<file path="src/rtl/timer_pkg.sv">
// Shared definitions for the microwave timer sequencer: FSM state encoding
// and BCD digit constants used by the entry buffer and control FSM.
package timer_pkg;

  localparam int               BCD_W   = 4;
  localparam logic [BCD_W-1:0] BCD_MAX = 4'd9;

  // Encoding is visible on the debug state port, so values are fixed.
  typedef enum logic [2:0] {
    IDLE  = 3'd0,
    ENTRY = 3'd1,
    LOAD  = 3'd2,
    COOK  = 3'd3,
    PAUSE = 3'd4,
    DONE  = 3'd5
  } state_t;

  // Keypad codes above 9 are function keys and never enter the buffer.
  function automatic logic is_bcd(input logic [BCD_W-1:0] d);
    return d <= BCD_MAX;
  endfunction

endpackage

</file>
<file path="src/rtl/timer_entry_buf.sv">
// NDIG-digit BCD entry buffer. A shift pushes the new digit into the least
// significant position and drops the oldest digit; non-BCD digits are refused.
module timer_entry_buf
  import timer_pkg::*;
#(
  parameter int NDIG = 4
) (
  input  logic                  clk,
  input  logic                  clrn,
  input  logic                  shift,
  input  logic                  clr,
  input  logic [BCD_W-1:0]      digit,
  output logic                  digit_ok,
  output logic [NDIG*BCD_W-1:0] data
);

  assign digit_ok = is_bcd(digit);

  // Buffer register: clear wins over shift; shift only accepts BCD digits.
  always_ff @(posedge clk or negedge clrn) begin
    if (!clrn) begin
      data <= '0;
    end else if (clr) begin
      data <= '0;
    end else if (shift && digit_ok) begin
      data <= {data[(NDIG-1)*BCD_W-1:0], digit};
    end
  end

endmodule

</file>
<file path="src/rtl/timer_ctrl.sv">
// Microwave countdown sequencer. Collects keypad digits, loads them into the
// external BCD down-counter chain, gates the 1 Hz tick into it while cooking,
// and drives the magnetron enable and end-of-cook beep. Every output is a
// register fed from the next-state decision, so outputs line up with state.
module timer_ctrl
  import timer_pkg::*;
#(
  parameter int NDIG       = 4,
  parameter int BEEP_TICKS = 3
) (
  input  logic                  clk,
  input  logic                  clrn,
  input  logic                  tick,
  input  logic                  key_valid,
  input  logic [BCD_W-1:0]      key_val,
  input  logic                  start,
  input  logic                  stop,
  input  logic                  clear,
  input  logic                  door_closed,
  input  logic [NDIG-1:0]       cnt_zero,
  output logic [NDIG*BCD_W-1:0] load_data,
  output logic                  cnt_loadn,
  output logic                  cnt_en,
  output logic                  cnt_clrn,
  output logic                  mag_on,
  output logic                  done,
  output logic [2:0]            state
);

  state_t     state_q, state_d;
  logic [3:0] beep_cnt, beep_d;
  logic       buf_shift, buf_clr, digit_ok, key_hit, zero_all;
  logic       en_d, clrn_d;

  timer_entry_buf #(.NDIG(NDIG)) u_buf (
    .clk      (clk),
    .clrn     (clrn),
    .shift    (buf_shift),
    .clr      (buf_clr),
    .digit    (key_val),
    .digit_ok (digit_ok),
    .data     (load_data)
  );

  assign key_hit  = key_valid & digit_ok;
  assign zero_all = &cnt_zero;
  assign state    = state_q;

  // Next-state, buffer control and next output values.
  // Within each state: clear first, then door/stop, then start, then keys.
  always_comb begin
    state_d   = state_q;
    beep_d    = beep_cnt;
    buf_shift = 1'b0;
    buf_clr   = 1'b0;
    en_d      = 1'b0;
    clrn_d    = 1'b1;
    case (state_q)
      IDLE: begin
        if (clear) begin
          buf_clr = 1'b1;
        end else if (key_hit) begin
          buf_shift = 1'b1;
          state_d   = ENTRY;
        end
      end
      ENTRY: begin
        if (clear) begin
          buf_clr = 1'b1;
          state_d = IDLE;
        end else if (start && door_closed && (|load_data)) begin
          state_d = LOAD;
        end else if (key_hit) begin
          buf_shift = 1'b1;
        end
      end
      LOAD: begin
        state_d = COOK;
      end
      COOK: begin
        if (clear) begin
          clrn_d  = 1'b0;
          buf_clr = 1'b1;
          state_d = IDLE;
        end else if (zero_all) begin
          // Expiry beats a same-cycle stop or door opening.
          buf_clr = 1'b1;
          beep_d  = '0;
          state_d = DONE;
        end else if (stop || !door_closed) begin
          state_d = PAUSE;
        end else begin
          // zero_all is false here, so the chain can never wrap to 9s.
          en_d = tick;
        end
      end
      PAUSE: begin
        if (clear) begin
          clrn_d  = 1'b0;
          buf_clr = 1'b1;
          state_d = IDLE;
        end else if (start && door_closed) begin
          state_d = COOK;
        end
      end
      DONE: begin
        // Any key, clear or door opening silences the beep; the key is dropped.
        if (clear || !door_closed || key_hit) begin
          state_d = IDLE;
        end else if (tick) begin
          beep_d = beep_cnt + 4'd1;
          if (beep_cnt == 4'(BEEP_TICKS - 1)) begin
            state_d = IDLE;
          end
        end
      end
      default: begin
        buf_clr = 1'b1;
        state_d = IDLE;
      end
    endcase
    // Chain only samples the parallel load while enabled.
    if (state_d == LOAD) begin
      en_d = 1'b1;
    end
  end

  // State and output registers; reset holds the chain cleared and the magnetron off.
  always_ff @(posedge clk or negedge clrn) begin
    if (!clrn) begin
      state_q   <= IDLE;
      beep_cnt  <= '0;
      cnt_loadn <= 1'b1;
      cnt_en    <= 1'b0;
      cnt_clrn  <= 1'b0;
      mag_on    <= 1'b0;
      done      <= 1'b0;
    end else begin
      state_q   <= state_d;
      beep_cnt  <= beep_d;
      cnt_loadn <= (state_d != LOAD);
      cnt_en    <= en_d;
      cnt_clrn  <= clrn_d;
      mag_on    <= (state_d == COOK);
      done      <= (state_d == DONE);
    end
  end

endmodule

</file>
<file path="config.mk">
export PLATFORM = sky130hd
export DESIGN_NAME = timer_ctrl
export DESIGN_NICKNAME = d
export VERILOG_FILES = /design/src/rtl/timer_pkg.sv /design/src/rtl/timer_entry_buf.sv /design/src/rtl/timer_ctrl.sv
export SDC_FILE = /design/constraint.sdc
export NUM_CORES = 1
export LEC_CHECK = 0
export CORE_MARGIN = 2
export CORE_UTILIZATION = 45
export DETAILED_ROUTE_END_ITERATION = 8
export GPL_TIMING_DRIVEN = 1
export PLACE_DENSITY = 0.78
export SYNTH_ARGS = -nofsm -noshare
export SYNTH_HDL_FRONTEND = slang
export SYNTH_SLANG_ARGS = --single-unit
</file>
<file path="constraint.sdc">
create_clock -name clk -period 3.85 [get_ports clk]
set_input_delay 0.77 -clock clk [delete_from_list [all_inputs] [get_ports clk]]
set_output_delay 0.77 -clock clk [all_outputs]
set_load 0.01 [all_outputs]
</file>
# After elaboration in Yosys (flattened, before gate mapping)
# Index checks and enable logic that the tools add are counted.
[totals] reg_bits=28 out_inout_bits=24
[classes] add_sub_neg=1 magnitude_cmp=1 n_eq_ne=14 n_mux=36 n_bitwise=1 reduce_logical=16
[ops] operator="3-bit 2-to-1 mux" n=12
[ops] operator="16-bit 2-to-1 mux" n=2
[ops] operator="3-bit one-hot mux with 6 select lines" n=1
[ops] operator="4-bit 2-to-1 mux" n=4
[ops] operator="16-bit OR reduction" n=1
[ops] operator="1-bit 2-to-1 mux" n=14
[ops] operator="3-bit by 2-bit == test with 1-bit output, second input constant" n=4
[ops] operator="3-bit == test, second input constant" n=3
[ops] operator="2-bit inequality test, second input constant" n=4
[ops] operator="4-bit one-hot mux with 2 select lines" n=1
[ops] operator="5-bit AND reduction" n=1
[ops] operator="4-bit by 1-bit adder with 4-bit output, second input constant" n=1
[ops] operator="4-bit by 2-bit == test with 1-bit output, second input constant" n=1
[ops] operator="4-bit less-or-equal comparator, second input constant" n=1
[ops] operator="4-bit AND reduction" n=1
[ops] operator="2-bit nonzero test" n=2
[ops] operator="2-bit OR reduction" n=2
[ops] operator="3-bit by 1-bit == test with 1-bit output, second input constant" n=1
[ops] operator="1-bit logical AND" n=3
[ops] operator="3-bit zero test" n=1
[ops] operator="1-bit logical OR" n=3
[ops] operator="3-bit by 2-bit inequality test with 1-bit output, second input constant" n=1
[ops] operator="1-bit one-hot mux with 3 select lines" n=1
[ops] operator="3-bit OR reduction" n=1
[ops] operator="other kinds (3)" n=3

# Depth between registers and ports, before layout
[logic_depth] ltp_word=9 mapped_depth=7 mapped_depth_nobuf=5

# By module
# A second synthesis with hierarchy kept.
[hier_totals] hier_cells=150 area_unflattened_um2=1536.5
[by_module_without_submodules] mod="timer_ctrl" n_inst=1 cells_each=90 area_each_um2=798.3 seq_area_each_um2=301.5
[by_module_without_submodules] mod="timer_entry_buf" n_inst=1 cells_each=60 area_each_um2=738.2 seq_area_each_um2=400.4

# Worst setup path before layout
# No wires, ideal clock.
[synth_path] path_kind="input to register" start="input clear" end="register u_buf.data[9]" setup_time_ns=0.079 t_arrival_ns=2.011 slack_ns=1.760 path_stages=7 cell_sequence="clkbuf_1 -> inv_1 -> a22oi_1 -> o22ai_1 -> clkbuf_1 -> nand2_1 -> mux2i_1"
[synth_between] elab_chain_cells=4 word_cells_on_any_way=9 classes_between="mux: 7; reduce/logical: 2"
[synth_lines] element="start: declaration" line="timer_ctrl.sv:18" text="input logic clear,"
[synth_lines] element="1-bit 2-to-1 mux (on tied branches)" line="timer_ctrl.sv:68, timer_ctrl.sv:60"
[synth_lines] element="1-bit one-hot mux with 2 select lines" line="timer_ctrl.sv:58" text="case (state_q)"
[synth_lines] element="1-bit logical AND" line="timer_entry_buf.sv:25" text="end else if (shift && digit_ok) begin"
[synth_lines] element="2-bit nonzero test (no line)"
[synth_lines] element="end signal: assignment" line="timer_entry_buf.sv:26" text="data <= {data[(NDIG-1)*BCD_W-1:0], digit};"
[synth_lines] element="end: declaration" line="timer_entry_buf.sv:14" text="output logic [NDIG*BCD_W-1:0] data"
# Several ways; a longest one is shown, not always the timed one.
# A chain may end at the register's enable or synchronous reset.

# Worst setup path after layout
[layout_path] start="input clear" end="register u_buf.data[6]"
# Same word-level chain as after synthesis.

==> flow_summary.json <==
{
  "crit_cells": 6,
  "synth_area_leader_cell": "dfrtp_1",
  "clkLatencyLatePin_ns": 0.33,
  "cts_resized": 0,
  "hp-class": "flop to flop",
  "rsz0062_at_grt": "no",
  "num_io_pins": 40,
  "power.leakage_uw": 0.000845,
  "totalWireLength_mm": 3.44,
  "startpoint": "clear",
  "n_antenna_cell": 0,
  "cts_max_level": 1,
  "io_buffers": 39,
  "drtIter0Drc": 53,
  "grt_antenna_before_repair": 0,
  "slowest_delay_ns": 0.91,
  "rows": 20,
  "outcome": "complete, no violations",
  "synth_common_cells": "27 x dfrtp_1, 19 x nand2_1, 12 x mux2i_1",
  "crit_required_ns": 4.10,
  "slowest_stage": "o22ai_1",
  "yosys.cell_count.top_type": "dfrtp_1",
  "syn_inst": 146,
  "worst_pin_slew_ns": 1.20,
  "slew_headroom_pct": 19.7,
  "clkSinkCount": 28,
  "place_ws_ns": 0.854,
  "gr-total-overflow": 0,
  "numCtsBuffers": 3,
  "power_per_cell_area_mw_per_mm2": 453,
  "setup_viol": 0,
  "core-area_mm2": 0.00308,
  "ant_nets": 0,
  "synth_mux_area_share_pct": 8.22,
  "path_cells": "clkdlybuf4s50_1 -> inv_1 -> a22oi_1 -> o22ai_1 -> nand2_1 -> mux2i_1",
  "cts_tree": "done",
  "synth-adder-area-share_pct": 1.71,
  "gp_congestion": 0.850,
  "hold_violations": 0,
  "nets": 203,
  "worst_slack_ns": 1.19,
  "drc": 0,
  "die_y_um": 61.0,
  "ctsRootBufferMaster": "clkbuf_4",
  "area_delta_synth_final_pct": 30.7,
  "yosysUniqueCellTypes": 38,
  "synth_xor_area_share_pct": 0.599,
  "netlist_area_mm2": 0.00146,
  "worstSetupPathType": "input pin to flop",
  "worstReg2RegStart": "state[0]",
  "die-area_mm2": 0.00372,
  "dp_hpwl_mm": 2.63,
  "num_vias": 1268,
  "critical_path_buf_inv_count": 2,
  "synth_ff_type": "dfrtp_1",
  "synth_edf_count": 0,
  "cp-end-kind": "flop",
  "post_cts_buffers": 0,
  "start_util_pct": 47.5,
  "holdBufCountCts": 0,
  "maxClockFrequency_mhz": 376,
  "cp.arrival_ns": 2.91,
  "grt_pass1_vias": 1299,
  "drive_gt1_share_pct": 7.61,
  "rrSetupSlack_ns": 1.63,
  "first_pass_iters": 5,
  "critPathMaxFanout": 17,
  "reg2reg_depth": 5,
  "crit_end": "u_buf.data[6]",
  "grt_pass1_wl_mm": 5.75,
  "mappedNetlistNets": 164,
  "vdd_drop_max_v": 0.000267,
  "ys_warn_count": 0,
  "async_flop_share_pct": 100,
  "fin_crit_ns": 2.66,
  "synth_area_leaders": "dfrtp_1 46%, mux2i_1 8.2%, nand2_1 4.9%, nand3_1 3.4%, or4_4 3.1%",
  "clk_pin_slew_worst_paths_ns": 0.15,
  "post_synth.cell_area_avg_um2": 10.0,
  "synth-simple-area-share_pct": 21.8,
  "fin_crit_sh_pct": 69.1,
  "finalClockSkew_ns": 0.00429,
  "max_cap_violations": 0,
  "clk_path_buf_depth": 2,
  "via_per_inst": 5.56,
  "synth_top_family_by_area": "simple AND/OR/NAND/NOR gates",
  "wl_per_cell_um": 15.1,
  "slew_viol_final": 0,
  "die_w_um": 61.0,
  "cp-start-kind": "input pin",
  "synth_compound_area_share_pct": 14.0,
  "setup_tns_ns": 0,
  "grt_max_degree": 29,
  "seq_area_frac_synth_pct": 48.0,
  "grt.total_usage_pct": 20.9,
  "critical_path.top_delay_family": "compound AO/OA/AOI/OAI gates",
  "ys_seq_elements": 28,
  "synth_top_area_share_pct": 46.2,
  "timing.rr.end": "u_buf.data[6]"
}
## layout by cell type (no fill, tap or decap)
master / synthesis / routed
or4_4: 4 / 4
o211ai_1: 4 / 4
a31o_2: 1 / 1
dfstp_2: 1 / 1
ha_1: 2 / 2
a211oi_4: 1 / 1
nand3_1: 10 / 10
or3_1: 1 / 1
and3b_1: 1 / 1
buf_4: 0 / 1
xor2_1: 1 / 1
inv_1: 11 / 11
nand2_1: 19 / 19
o21ai_1: 4 / 4
o2111ai_1: 2 / 2
o22ai_1: 1 / 1
nor3_1: 1 / 1
o31ai_1: 1 / 1
o21ai_0: 5 / 5
and4_1: 1 / 1
o311ai_0: 1 / 1
a31oi_1: 1 / 1
a21oi_1: 4 / 4
or2_1: 1 / 1
clkdlybuf4s50_1: 0 / 39
mux2i_1: 12 / 12
nand4_1: 3 / 3
clkbuf_4: 0 / 3
clkbuf_8: 0 / 1
o41ai_1: 1 / 1
a32oi_1: 1 / 1
nor2_1: 7 / 7
a22oi_1: 1 / 1
nor2_4: 2 / 2
nand2b_1: 5 / 5
dfrtp_1: 27 / 27
or4_1: 1 / 1
nand4bb_1: 1 / 1
o31a_1: 1 / 1
## report_power, final
group | switching [µW] | internal (µW) | total (µW)
logic | 160 | 168 | 327
registers | 51.8 | 340 | 392
clock network | 86.9 | 57.9 | 145
## area by class of cell
cell class                      instances  area (µm²)
Tap cell                               44        55.1
Multi-Input combinational cell        101         677
Timing Repair Buffer                   40         398
Sequential cell                        28         702
Inverter                               11        41.3
Fill cell                             255        1170
Clock buffer                            4        36.3
## layer usage
metal	vias to the layer above	global-route usage [%]	wire, µm
met2	47	37.5	1780
met3	7	3.20	175
li1	596	-	-
met1	618	25.1	1420
met5	-	0	0
met4	0	8.07	63
## logic make-up (layout without fill, tap and decap cells)
group / after synthesis / in the layout
AND/OR/NAND/NOR: 57 / 57
AO/OA/AOI/OAI: 29 / 29
flip-flops: 28 / 28
buffers and inverters: 17 / 55
multiplexers: 12 / 12
adder cells (fa/ha/maj): 2 / 2
XOR/XNOR: 1 / 1
## worst register-to-register path, stage by stage, from the launching register on
cell and delay [ns]:
dfrtp_1 0.49, inv_1 0.23, a22oi_1 0.13, o22ai_1 0.91, nand2_1 0.17, mux2i_1 0.21
## worst min-delay path by stage
stage              startpoint              to  slack, ns  depth (start not counted)
2_1_floorplan            clrn     beep_cnt[0]       0.47                          0
3_3_place_gp      beep_cnt[3]     beep_cnt[3]       0.53                          2
3_5_place_dp   u_buf.data[14]  u_buf.data[14]       0.55                          2
4_1_cts        u_buf.data[14]  u_buf.data[14]       0.57                          2
5_1_grt        u_buf.data[12]  u_buf.data[12]       0.60                          2
6_report        u_buf.data[8]  u_buf.data[12]       0.58                          2
## state kept, by name, summed over array words and instances, names as in the netlist
register	count
state	3
cnt_loadn	1
beep_cnt	4
cnt_clrn	1
done	1
mag_on	1
cnt_en	1
u_buf.data	16
## through the flow
step	total power [µW]	hold WS [ns]	util, %	instances	area (µm²)
after floorplan	583	0.474	-	146	1460
after global placement	713	0.529	60.9	224	1870
after detailed placement	726	0.554	60.9	224	1870
after CTS	872	0.574	62.0	228	1910
after global routing	919	0.601	62.0	228	1910
final	864	0.575	62.0	228	1910
Power figures use the tool's default switching activity.
